[src/rtl/ritc_word_serializer_pkg.sv]
// Shared definitions for the RITC word serializer: control register bit
// positions, word/beat geometry and the serializer state enumeration.
package ritc_word_serializer_pkg;

    // Control register bit positions (user_dat_i / user_dat_o)
    localparam int unsigned CTRL_ENABLE  = 0;
    localparam int unsigned CTRL_TRAIN   = 1;
    localparam int unsigned CTRL_PAT_LSB = 4;
    localparam int unsigned CTRL_CLR     = 31;

    // Word geometry
    localparam int unsigned BEATS_PER_WORD = 4;
    localparam int unsigned BEAT_W         = 12;
    localparam int unsigned WORD_W         = BEATS_PER_WORD * BEAT_W;
    localparam int unsigned SHREG_W        = (BEATS_PER_WORD - 1) * BEAT_W;
    localparam int unsigned CNT_W          = 2;
    localparam int unsigned UCNT_W         = 16;

    typedef enum logic [1:0] {
        ST_OFF,
        ST_RUN,
        ST_TRAIN
    } state_t;

endpackage

[src/rtl/ritc_word_serializer_if.sv]
// Word handshake and user register bus of the RITC word serializer.
interface ritc_word_serializer_if;
    import ritc_word_serializer_pkg::*;

    logic [WORD_W-1:0] word_i;
    logic              word_valid_i;
    logic              word_ready_o;
    logic              user_sel_i;
    logic              user_wr_i;
    logic [31:0]       user_dat_i;
    logic [31:0]       user_dat_o;

    modport master (
        output word_i, word_valid_i, user_sel_i, user_wr_i, user_dat_i,
        input  word_ready_o, user_dat_o
    );

    modport slave (
        input  word_i, word_valid_i, user_sel_i, user_wr_i, user_dat_i,
        output word_ready_o, user_dat_o
    );

endinterface

[src/rtl/ritc_word_serializer.sv]
// RITC word serializer: turns 48-bit words into four registered 12-bit beats
// per word, with a training mode, a single-entry input buffer and an
// underflow counter visible through the user register.
module ritc_word_serializer
    import ritc_word_serializer_pkg::*;
#(
    parameter logic [BEAT_W-1:0] IDLE_PATTERN  = 12'h000,
    parameter logic [BEAT_W-1:0] TRAIN_DEFAULT = 12'hA5C
) (
    input  logic                  SYSCLK,
    input  logic                  rst_n_i,
    ritc_word_serializer_if.slave bus,
    output logic [BEAT_W-1:0]     dout_o,
    output logic                  frame_o
);

    state_t              state;
    state_t              state_nxt;
    logic [CNT_W-1:0]    cnt;
    logic [WORD_W-1:0]   word_buf;
    logic                buf_valid;
    logic [SHREG_W-1:0]  shreg;
    logic                enable;
    logic                train;
    logic [BEAT_W-1:0]   train_pattern;
    logic [UCNT_W-1:0]   underflow_cnt;

    logic                user_write;
    logic                accept;
    logic                end_of_word;
    logic                run_start;
    logic                underflow;
    logic                ctrl_unused;

    assign user_write  = bus.user_sel_i & bus.user_wr_i;
    assign accept      = bus.word_valid_i & bus.word_ready_o;
    assign end_of_word = (cnt == CNT_W'(BEATS_PER_WORD - 1));
    assign run_start   = (state == ST_RUN) && (cnt == '0);
    assign underflow   = run_start && !buf_valid;
    assign ctrl_unused = ^{bus.user_dat_i[30:16], bus.user_dat_i[3:2]};

    // State register
    always_ff @(posedge SYSCLK or negedge rst_n_i) begin
        if (!rst_n_i) state <= ST_OFF;
        else          state <= state_nxt;
    end

    // Next state: only re-evaluated at end of word, or on any cycle in OFF
    always_comb begin
        state_nxt = state;
        if (state == ST_OFF || end_of_word) begin
            if (!enable)    state_nxt = ST_OFF;
            else if (train) state_nxt = ST_TRAIN;
            else            state_nxt = ST_RUN;
        end
    end

    // Ready: free buffer slot, or the slot is being drained this cycle
    always_comb begin
        bus.word_ready_o = 1'b0;
        if (state != ST_OFF)
            bus.word_ready_o = !buf_valid || run_start;
    end

    // Beat counter: free-running in RUN/TRAIN, parked at 0 in OFF
    always_ff @(posedge SYSCLK or negedge rst_n_i) begin
        if (!rst_n_i)             cnt <= '0;
        else if (state == ST_OFF) cnt <= '0;
        else                      cnt <= cnt + CNT_W'(1);
    end

    // Single-entry input buffer: flushed in OFF, drained at RUN word start
    always_ff @(posedge SYSCLK or negedge rst_n_i) begin
        if (!rst_n_i) begin
            word_buf  <= '0;
            buf_valid <= 1'b0;
        end else if (state == ST_OFF) begin
            buf_valid <= 1'b0;
        end else if (accept) begin
            word_buf  <= bus.word_i;
            buf_valid <= 1'b1;
        end else if (run_start) begin
            buf_valid <= 1'b0;
        end
    end

    // Beat datapath: word start loads the shift register (or idle fill on
    // underflow), later beats shift it out low slice first
    always_ff @(posedge SYSCLK or negedge rst_n_i) begin
        if (!rst_n_i) begin
            dout_o  <= IDLE_PATTERN;
            frame_o <= 1'b0;
            shreg   <= '0;
        end else begin
            case (state)
                ST_TRAIN: begin
                    dout_o  <= train_pattern;
                    frame_o <= (cnt == '0);
                end
                ST_RUN: begin
                    if (cnt == '0) begin
                        frame_o <= 1'b1;
                        if (buf_valid) begin
                            dout_o <= word_buf[BEAT_W-1:0];
                            shreg  <= word_buf[WORD_W-1:BEAT_W];
                        end else begin
                            dout_o <= IDLE_PATTERN;
                            shreg  <= {(BEATS_PER_WORD - 1){IDLE_PATTERN}};
                        end
                    end else begin
                        frame_o <= 1'b0;
                        dout_o  <= shreg[BEAT_W-1:0];
                        shreg   <= {IDLE_PATTERN, shreg[SHREG_W-1:BEAT_W]};
                    end
                end
                default: begin
                    dout_o  <= IDLE_PATTERN;
                    frame_o <= 1'b0;
                end
            endcase
        end
    end

    // Control registers and saturating underflow counter; clear beats increment
    always_ff @(posedge SYSCLK or negedge rst_n_i) begin
        if (!rst_n_i) begin
            enable        <= 1'b0;
            train         <= 1'b0;
            train_pattern <= TRAIN_DEFAULT;
            underflow_cnt <= '0;
        end else begin
            if (user_write) begin
                enable        <= bus.user_dat_i[CTRL_ENABLE];
                train         <= bus.user_dat_i[CTRL_TRAIN];
                train_pattern <= bus.user_dat_i[CTRL_PAT_LSB +: BEAT_W];
            end
            if (user_write && bus.user_dat_i[CTRL_CLR])
                underflow_cnt <= '0;
            else if (underflow && underflow_cnt != '1)
                underflow_cnt <= underflow_cnt + UCNT_W'(1);
        end
    end

    // Register readback, side-effect free
    always_comb begin
        bus.user_dat_o = {underflow_cnt, train_pattern, 2'b00, train, enable};
    end

endmodule

[src/flat_wrapper.sv]
// flat-port wrapper written by rule: the top's interface ports become plain ports
module ritc_word_serializer_flat import ritc_word_serializer_pkg::*;
#(
    parameter logic [BEAT_W-1:0] IDLE_PATTERN  = 12'h000,
    parameter logic [BEAT_W-1:0] TRAIN_DEFAULT = 12'hA5C
)
  (SYSCLK, rst_n_i, dout_o, frame_o, bus_word_i, bus_word_valid_i, bus_user_sel_i, bus_user_wr_i, bus_user_dat_i, bus_word_ready_o, bus_user_dat_o);
  ritc_word_serializer_if bus_i ();
  input  logic SYSCLK;
  input  logic rst_n_i;
  output logic [BEAT_W-1:0] dout_o;
  output logic frame_o;
  input wire logic [$bits(bus_i.word_i)-1:0] bus_word_i;
  input wire logic [$bits(bus_i.word_valid_i)-1:0] bus_word_valid_i;
  input wire logic [$bits(bus_i.user_sel_i)-1:0] bus_user_sel_i;
  input wire logic [$bits(bus_i.user_wr_i)-1:0] bus_user_wr_i;
  input wire logic [$bits(bus_i.user_dat_i)-1:0] bus_user_dat_i;
  output wire logic [$bits(bus_i.word_ready_o)-1:0] bus_word_ready_o;
  output wire logic [$bits(bus_i.user_dat_o)-1:0] bus_user_dat_o;
  assign bus_i.word_i = bus_word_i;
  assign bus_i.word_valid_i = bus_word_valid_i;
  assign bus_i.user_sel_i = bus_user_sel_i;
  assign bus_i.user_wr_i = bus_user_wr_i;
  assign bus_i.user_dat_i = bus_user_dat_i;
  assign bus_word_ready_o = bus_i.word_ready_o;
  assign bus_user_dat_o = bus_i.user_dat_o;
  ritc_word_serializer #(.IDLE_PATTERN(IDLE_PATTERN), .TRAIN_DEFAULT(TRAIN_DEFAULT)) u_core (.SYSCLK(SYSCLK), .rst_n_i(rst_n_i), .bus(bus_i), .dout_o(dout_o), .frame_o(frame_o));
endmodule
[config.mk]
export PLATFORM = sky130hd
export DESIGN_NAME = ritc_word_serializer_flat
export DESIGN_NICKNAME = d
export VERILOG_FILES = /design/src/rtl/ritc_word_serializer_pkg.sv /design/src/rtl/ritc_word_serializer_if.sv /design/src/rtl/ritc_word_serializer.sv /design/src/flat_wrapper.sv
export SDC_FILE = /design/constraint.sdc
export NUM_CORES = 1
export LEC_CHECK = 0
export CAP_MARGIN = 20
export CORE_MARGIN = 4
export CORE_UTILIZATION = 30
export DETAILED_ROUTE_END_ITERATION = 16
export GPL_TIMING_DRIVEN = 0
export PLACE_DENSITY = 0.48
export SLEW_MARGIN = 20
export SYNTH_ARGS = -nofsm -noshare
export SYNTH_HDL_FRONTEND = slang
export SYNTH_SLANG_ARGS = --single-unit
[constraint.sdc]
create_clock -name SYSCLK -period 6.4 [get_ports SYSCLK]
set_clock_uncertainty 0.1 [all_clocks]
set_input_delay 0.96 -clock SYSCLK [delete_from_list [all_inputs] [get_ports SYSCLK]]
set_output_delay 0.96 -clock SYSCLK [all_outputs]
set_load 0.1 [all_outputs]
## After elaboration in Yosys (flattened, before gate mapping)

Index checks and enable logic that the tools add are counted.

- Word-level logic and storage cells: 49
- Input port bits: 85
- RAM bits: 0
- Output and inout port bits: 46
- ROM bits: 0
- Flip-flop bits (word level): 132
- Bits in latches: 0
- Memories kept: 0

- $lt $le $gt $ge: 0
- $add $sub $neg: 2
- Shift-type cells: 0
- Equality and inequality tests: 4
- Multiplexer cells: 16
- Reductions and logical operators: 13
- Multipliers: 0
- Bitwise operators: 3
- Divide/modulo/power cells: 0

Operators by type and width:

| operator | count |
|---|---|
| $mux W36 | 2 |
| $mux W16 | 2 |
| $mux W12 | 2 |
| $pmux W12 S2 | 1 |
| $add A16 B1 Y16 const B | 1 |
| $ne A16 B16 Y1 const B | 1 |
| $mux W2 | 3 |
| $mux W1 | 5 |
| $eq A2 B2 Y1 const B | 2 |
| $logic_and A1 B1 Y1 | 4 |
| $logic_not A2 Y1 | 2 |
| $reduce_bool A2 Y1 | 2 |
| $reduce_bool A3 Y1 | 1 |
| $add A2 B1 Y2 const B | 1 |
| $and A1 B1 Y1 | 2 |
| $eq A2 B1 Y1 const B | 1 |
| $logic_or A1 B1 Y1 | 2 |
| $pmux W1 S2 | 1 |
| $reduce_and A2 Y1 | 1 |
| $logic_not A1 Y1 | 1 |
| $not A1 Y1 | 1 |

## Longest topological paths before layout

Gate-level depths: netlist (run 1).

- Depth after elaboration: 7
- Depth in mapped cells: 8
- Mapped depth without buffers: 6

## Worst setup path before layout (run 1)

OpenSTA, ideal clock, no wires.

- Path kind: register -> register
- Start point: register u_core.cnt[0]
- End point: register u_core.word_buf[0]
- Required time: 6175 ps
- Path buffers: 2
- Data arrival time: 3357 ps
- Cell stages (with the launch flop): 9
- Period minus slack after synthesis: 3582 ps
- Slack: 2818 ps
- Library setup time: 125 ps
- Path through: dfrtp_1 -> inv_1 -> ha_1 -> nand2_1 -> a21oi_1 -> and2_1 -> buf_2 -> buf_2 -> mux2_2

- Cells in the longest elaborated chain, start to end: 6

Ends and longest elaborated chain:

| element | RTL line | text |
|---|---|---|
| start, declared | ritc_word_serializer.sv:19 | `logic [CNT_W-1:0] cnt;` |
| start signal, assigned | ritc_word_serializer.sv:69 | `else cnt <= cnt + CNT_W'(1);` |
| $logic_not A2 Y1 | ritc_word_serializer.sv:38 | `assign run_start = (state == ST_RUN) && (cnt == '0);` |
| $logic_and A1 B1 Y1 | ritc_word_serializer.sv:38 |  |
| $logic_or A1 B1 Y1 | ritc_word_serializer.sv:62 | `bus.word_ready_o = !buf_valid \|\| run_start;` |
| $mux W1 | ritc_word_serializer.sv:61 | `if (state != ST_OFF)` |
| named net bus_word_ready_o | flat_wrapper.sv:18 | `output wire logic [$bits(bus_i.word_ready_o)-1:0] bus_word_ready_o;` |
| $and A1 B1 Y1 | ritc_word_serializer.sv:36 | `assign accept = bus.word_valid_i & bus.word_ready_o;` |
| $reduce_and A2 Y1 (no line) | - |  |
| end signal, assigned | ritc_word_serializer.sv:80 | `word_buf <= bus.word_i;` |
| end, declared | ritc_word_serializer.sv:20 | `logic [WORD_W-1:0] word_buf;` |

The timed path passes the listed nets, and every way through them passes these cells.
A chain may end at the register's enable or synchronous reset.

## Worst setup path after layout (run 1)

- Start point: register u_core.cnt[0]
- End point: output bus_word_ready_o

- Cells in the longest elaborated chain, start to end: 4

Ends and longest elaborated chain:

| element | RTL line |
|---|---|
| $logic_not A2 Y1 | ritc_word_serializer.sv:38 |
| $logic_and A1 B1 Y1 | ritc_word_serializer.sv:38 |
| $logic_or A1 B1 Y1 | ritc_word_serializer.sv:62 |
| $mux W1 | ritc_word_serializer.sv:61 |
| end, declared | flat_wrapper.sv:18 |

No other way between the ends.

==> summary.md, run 1 <==
| Metric | Value |
|---|---|
| Outcome | `complete, no violations` |
| Internal Pwr Total | `2.28 mW` |
| Layout cell share with drive strength beyond 1 | `0.179` |
| Synth area leader | `dfrtp_1` |
| Final setup TNS | `0 ns` |
| DR WL/cell | `15.9 um` |
| Critical path depth in cells | `5` |
| Largest net degree at the start of global routing | `96` |
| Row cnt | `50` |
| Initial antenna violation count | `0` |
| Period minus WS final | `3.70 ns` |
| Final Hold Vio Count | `0` |
| Worst R2R Start | `u_core.cnt[0]$_DFF_PN0_` |
| Effective utilization at floorplan | `0.308` |
| Max incr delay on CP | `1.19 ns` |
| Crit path launch type | `flip-flop` |
| Worst EP arrival | `2.64 ns` |
| Clk pin slew, worst setup/hold paths | `0.06 ns` |
| Number of synthesized register bits | `132` |
| Slew HR | `0.318` |
| Global-route usage over all layers | `0.140` |
| Post-DP Area | `7290 um2` |
| Syn Std Cell Area | `5820 um2` |
| Cells along the critical path | `inv_1, ha_1, nand2_1, a21oi_1, clkdlybuf4s50_1` |
| Fmax | `0.270 GHz` |
| Layout area overhead | `34.9%` |
| Crit path from | `u_core.cnt[0]$_DFF_PN0_` |
| Sequential power share | `0.361` |
| Post-Route WL | `14700 um` |
| Crit-path slowest cell | `clkdlybuf4s50_1` |
| Worst-Margin Slew | `1.02 ns` |
| Post-synth cell types | `42` |
| CTS resizes | `0` |
| Detailed placement HPWL | `10800 um` |
| DRC | `0` |
| Total CTS buffers | `17` |
| Synth Warn # | `0` |
| Clock share of power | `0.244` |
| CTS tree | `built` |
| Total power draw | `3.73 mW` |
| Iter 0 DRT Violations | `209` |
| Via count | `4301` |
| Max-cap violations | `0` |
| IO Port Bufs | `111` |
| Clock Root Buffer | `clkbuf_16` |
| Most frequent cell after synthesis | `dfrtp_1` |
| Buffer count from post-CTS setup fixing | `0` |
| Clock Latency Late Sink | `0.42 ns` |
| Bufs and invs on worst path | `2` |
| Final worst-path cycle share | `0.578` |
| H-Tree Depth | `4` |
| Logic pwr share | `0.395` |
| Synth top cells by count | `dfrtp_1 (126), mux2_2 (62), a21oi_1 (48)` |
| Die Y | `147 um` |
| Max-slew violation count | `0` |
| Nets | `742` |
| Top post-synthesis cells by area | `dfrtp_1 (54%), mux2_2 (12%), a21oi_1 (4.1%), dfstp_2 (2.7%), nor2b_1 (2.7%)` |
| Synth Instances | `518` |
| Pre-antenna DRT Iters | `4` |
| Pre-CTS setup slack | `3.14 ns` |
| Setup crit end | `bus_word_ready_o` |
| Clk buf depth | `2` |
| Main synth FF type | `dfrtp_1` |
| I/O pins | `131` |
| Register area share after synthesis | `0.569` |
| Leakage power | `3.24 nW` |
| Antenna Nets Post-Route | `0` |
| Yosys top cell area share | `0.542` |
| CTS Sinks | `132` |
| GP Congestion | `0.824` |
| Setup violators final | `0` |
| Die area | `21700 um2` |
| PwrDens | `476 nW/um2` |
| Ys async rst share | `1.00` |
| Net switching power | `1.45 mW` |
| CP top delay family | `buffers and inverters` |
| Syn_area_per_cell | `11.2 um2` |
| Via-per-instance ratio | `4.66` |
| Final worst slack | `2.70 ns` |
| Worst min path class | `input pin to async pin` |
| R2R Path End | `u_core.word_buf[46]$_DFFE_PN0P_` |
| Cells on worst reg2reg path | `8` |
| Switching part of the total | `0.389` |
| Hold-fix buffers at CTS | `0` |
| EDFF count, synth | `0` |
| Vias in the first global route | `4498` |
| First-pass GRT wire length | `24000 um` |
| Critical Path Fanout Max | `4` |
| Gr ovfl total | `0` |
| Die width | `147 um` |
| Fin area | `7850 um2` |
| Worst path required time | `5.34 ns` |
| Core region area | `18900 um2` |
| FF-to-FF setup slack | `3.97 ns` |
| Worst VDD drop | `0.000275 V` |
| RSZ-0062 raised after global routing | `false` |
| Fin util | `0.415` |
| CP Capture Type | `primary output` |
| N_diodes | `0` |
| CP Class | `flip-flop to primary output` |
worst min path at each step:
stage | start | cells after the start | slack (ns) | end
floorplan | u_core.cnt[0]$_DFF_PN0_ | 1 | 0.33 | u_core.cnt[0]$_DFF_PN0_
global placement | u_core.cnt[0]$_DFF_PN0_ | 1 | 0.35 | u_core.cnt[0]$_DFF_PN0_
detailed placement | u_core.cnt[0]$_DFF_PN0_ | 1 | 0.37 | u_core.cnt[0]$_DFF_PN0_
CTS | rst_n_i | 1 | 0.31 | u_core.word_buf[38]$_DFFE_PN0P_
global route | rst_n_i | 1 | 0.33 | u_core.word_buf[34]$_DFFE_PN0P_
finish | rst_n_i | 1 | 0.31 | u_core.word_buf[34]$_DFFE_PN0P_
power groups by stage:
stage / registers (mW) / clock network (mW) / logic, mW
floorplan: 1.59 / 0 / 0.824
global placement: 1.36 / 0 / 1.46
detailed placement: 1.37 / 0 / 1.49
CTS: 1.35 / 0.941 / 1.50
global route: 1.39 / 0.976 / 1.61
finish: 1.35 / 0.911 / 1.47
final cells by class:
cell class / instances / area (um2)
fillers: 1858 / 11000
repair buffers: 112 / 1140
clock buffers: 17 / 425
inverters: 17 / 63.8
plain buffers: 35 / 158
multi-input cells: 335 / 2290
well taps: 260 / 325
clock inverters: 15 / 134
flip-flops and latches: 132 / 3310
flip-flops by register name, summed over array words and instances (netlist names):
signal	flops
u_core.train_pattern	12
u_core.frame_o	1
u_core.underflow_cnt	16
u_core.dout_o	12
u_core.shreg	36
u_core.enable	1
u_core.buf_valid	1
u_core.state	2
u_core.word_buf	48
u_core.cnt	2
u_core.train	1
per-stage QoR:
| step | cells | hold slack (ns) |
|---|---|---|
| after global placement | 890 | 0.345 |
| after floorplan | 519 | 0.332 |
| after detailed placement | 891 | 0.367 |
| final | 923 | 0.311 |
| after global routing | 923 | 0.328 |
| after CTS | 923 | 0.308 |
cell families (layout without fill, tap and decap cells):
| group | Yosys count | count (layout) | share of synthesized area |
|---|---|---|---|
| and+or+nand+nor | 146 | 146 | 0.134 |
| DFF | 132 | 132 | 0.569 |
| AOI/OAI and AO/OA | 117 | 117 | 0.121 |
| muxes | 63 | 63 | 0.122 |
| buffers and inverters | 52 | 196 | 0.0381 |
| adders and majority gates | 7 | 7 | 0.0151 |
| other | 1 | 2 | 0.000645 |
metal layers:
metal	GRT usage	wire [um]	vias up
li1	-	-	2088
met1	0.181	6740	2091
met2	0.228	6910	104
met3	0.0389	777	18
met4	0.0480	224	0
met5	0	0	-
cell usage in the layout (no fill, tap or decap), types with 3 or more instances in the layout:
master	netlist	routed
dfrtp_1	126	126
clkdlybuf4s50_1	0	110
mux2_2	62	62
a21oi_1	48	48
nand2_1	36	36
o21ai_0	31	31
nor2_1	31	31
nor2b_1	25	25
clkbuf_1	23	23
inv_1	17	17
clkbuf_16	0	17
and3_1	14	14
a2bb2oi_1	12	12
a21boi_0	11	11
nand3_1	7	7
ha_1	7	7
buf_2	6	6
dfstp_2	6	6
nand4_1	5	5
buf_4	5	5
clkinv_4	0	5
and2_1	4	4
and4_1	4	4
o31ai_1	4	4
or4_1	4	4
clkinv_2	0	4
o311ai_0	3	3
o41ai_1	3	3
or3_1	3	3
clkinvlp_4	0	3
Note: power is estimated with default switching activity, not from simulation.
==> run 2: changes to the inputs <==
- clock period: 6.4 -> 3.6 ns (I/O delays scaled with it)
==> run 2 against run 1 <==
Effect of this change:
- final area grew 0.13%
- worst setup slack lost 2.4 ns
- sequential power grew 78%
- critical endpoint unchanged
==> summary.md, run 2 (same netlist as run 1, synthesis figures left out) <==
| Metric | Value |
|---|---|
| Largest net degree at the start of global routing | `96` |
| Leakage power | `3.24 nW` |
| Die width | `147 um` |
| Antenna Nets Post-Route | `0` |
| Gr ovfl total | `0` |
| Via count | `4326` |
| Effective utilization at floorplan | `0.308` |
| DRC | `0` |
| CTS Sinks | `132` |
| Final worst-path cycle share | `0.911` |
| Post-Route WL | `14600 um` |
| Clk buf depth | `2` |
| Iter 0 DRT Violations | `208` |
| Largest regs | `u_core.word_buf (48), u_core.shreg (36), u_core.underflow_cnt (16)` |
| Worst-Margin Slew | `1.02 ns` |
| Commonest non-fill, non-tap cell in the layout | `dfrtp_1` |
| Layout area overhead | `35.1%` |
| Buffer count from post-CTS setup fixing | `0` |
| Nets | `743` |
| Fin util | `0.416` |
| Max-cap violations | `0` |
| CP Class | `flip-flop to primary output` |
| Row cnt | `50` |
| Layout cell share with drive strength beyond 1 | `0.179` |
| FF-to-FF setup slack | `1.17 ns` |
| DR WL/cell | `15.9 um` |
| Initial antenna violation count | `0` |
| Clock Root Buffer | `clkbuf_16` |
| Worst EP arrival | `2.64 ns` |
| GP Congestion | `0.824` |
| N_diodes | `0` |
| Detailed placement HPWL | `10800 um` |
| Period minus WS final | `3.28 ns` |
| Setup violators final | `0` |
| Clk pin slew, worst setup/hold paths | `0.06 ns` |
| Die Y | `147 um` |
| IO Port Bufs | `111` |
| Pre-antenna DRT Iters | `4` |
| Most frequent cells in the layout | `dfrtp_1 (126), clkdlybuf4s50_1 (110), mux2_2 (62)` |
| CTS tree | `built` |
| Vias in the first global route | `4495` |
| Total CTS buffers | `17` |
| Worst VDD drop | `0.000489 V` |
| Slew HR | `0.318` |
| Outcome | `complete, no violations` |
| CP Capture Type | `primary output` |
| Hold slack | `0.375 ns` |
| First-pass GRT wire length | `24000 um` |
| Max-slew violation count | `0` |
| Max reg flops | `48` |
| Critical Path Fanout Max | `4` |
| Clock Latency Late Sink | `0.42 ns` |
| Core region area | `18900 um2` |
| Final Hold Vio Count | `0` |
| Crit path launch type | `flip-flop` |
| RSZ-0062 raised after global routing | `false` |
| Die area | `21700 um2` |
| I/O pins | `131` |
| Global-route usage over all layers | `0.140` |
| Worst path required time | `2.96 ns` |
| H-Tree Depth | `4` |
| Worst min path class | `flip-flop to flip-flop` |
| Most flop-heavy register | `u_core.word_buf` |
| Via-per-instance ratio | `4.68` |
| PwrDens | `845 nW/um2` |
| Fmax | `0.305 GHz` |
==> run 2: report_power, final <==
| group | internal (mW) | switching, mW | total, mW |
|---|---|---|---|
| clock | 0.951 | 0.668 | 1.62 |
| sequential | 2.09 | 0.312 | 2.40 |
| combinational | 1.02 | 1.60 | 2.62 |
| total | 4.06 | 2.58 | 6.64 |
==> run 2: per-stage QoR <==
step                      std cells  area, um2  TNS [ns]  setup WS (ns)  power, mW
after global routing            924       7860         0          0.160       7.08
after floorplan                 519       5820         0         0.0182       4.29
final                           924       7860         0          0.320       6.64
after detailed placement        891       7290         0          0.761       5.08
after CTS                       924       7860         0          0.273       6.74
after global placement          890       7260   -449.21          -3.49       5.01
==> run 2: repair_timing <==
action	CTS	global route
hold buffers	1	0
hold endpoints to repair	37	0
gates resized for setup	0	0
==> run 2: area by class of cell <==
cell class	count	area, um2
Timing Repair Buffer	113	1150
Inverter	17	63.8
Clock inverter	15	134
Multi-Input combinational cell	335	2290
Buffer	35	158
Fill cell	1857	11000
Tap cell	260	325
Clock buffer	17	425
Sequential cell	132	3310
==> run 2: metal layers <==
metal,part of all wire,global-route usage
met2,0.47,0.228
met1,0.46,0.181
met4,0.015,0.0480
met5,0,0
met3,0.053,0.0389
==> run 2: worst paths after layout <==
| path | start | endpoint | cells past startpoint |
|---|---|---|---|
| setup reg to reg | u_core.cnt[0]$_DFF_PN0_ | u_core.word_buf[46]$_DFFE_PN0P_ | 8 |
| hold reg to reg | u_core.cnt[0]$_DFF_PN0_ | u_core.cnt[0]$_DFF_PN0_ | 1 |
| setup / recovery | u_core.cnt[0]$_DFF_PN0_ | bus_word_ready_o | 5 |
| max in group asynchronous | rst_n_i | u_core.train_pattern[9]$_DFFE_PN1N_ | 3 |
| hold / removal | u_core.cnt[0]$_DFF_PN0_ | u_core.cnt[0]$_DFF_PN0_ | 1 |
| min in group asynchronous | rst_n_i | u_core.word_buf[34]$_DFFE_PN0P_ | 2 |
==> run 2: critical path, cell delays in order (launching register included) <==
cell and delay (ns):
dfrtp_1 0.40, inv_1 0.09, ha_1 0.26, nand2_1 0.10, a21oi_1 0.18, clkdlybuf4s50_1 1.19
==> run 3: changes to the inputs <==
- ABC_CLOCK_PERIOD_IN_PS: default -> 3600
==> results of run 3 <==
No change in the layout: final DEF, timing and power equal those of run 2.
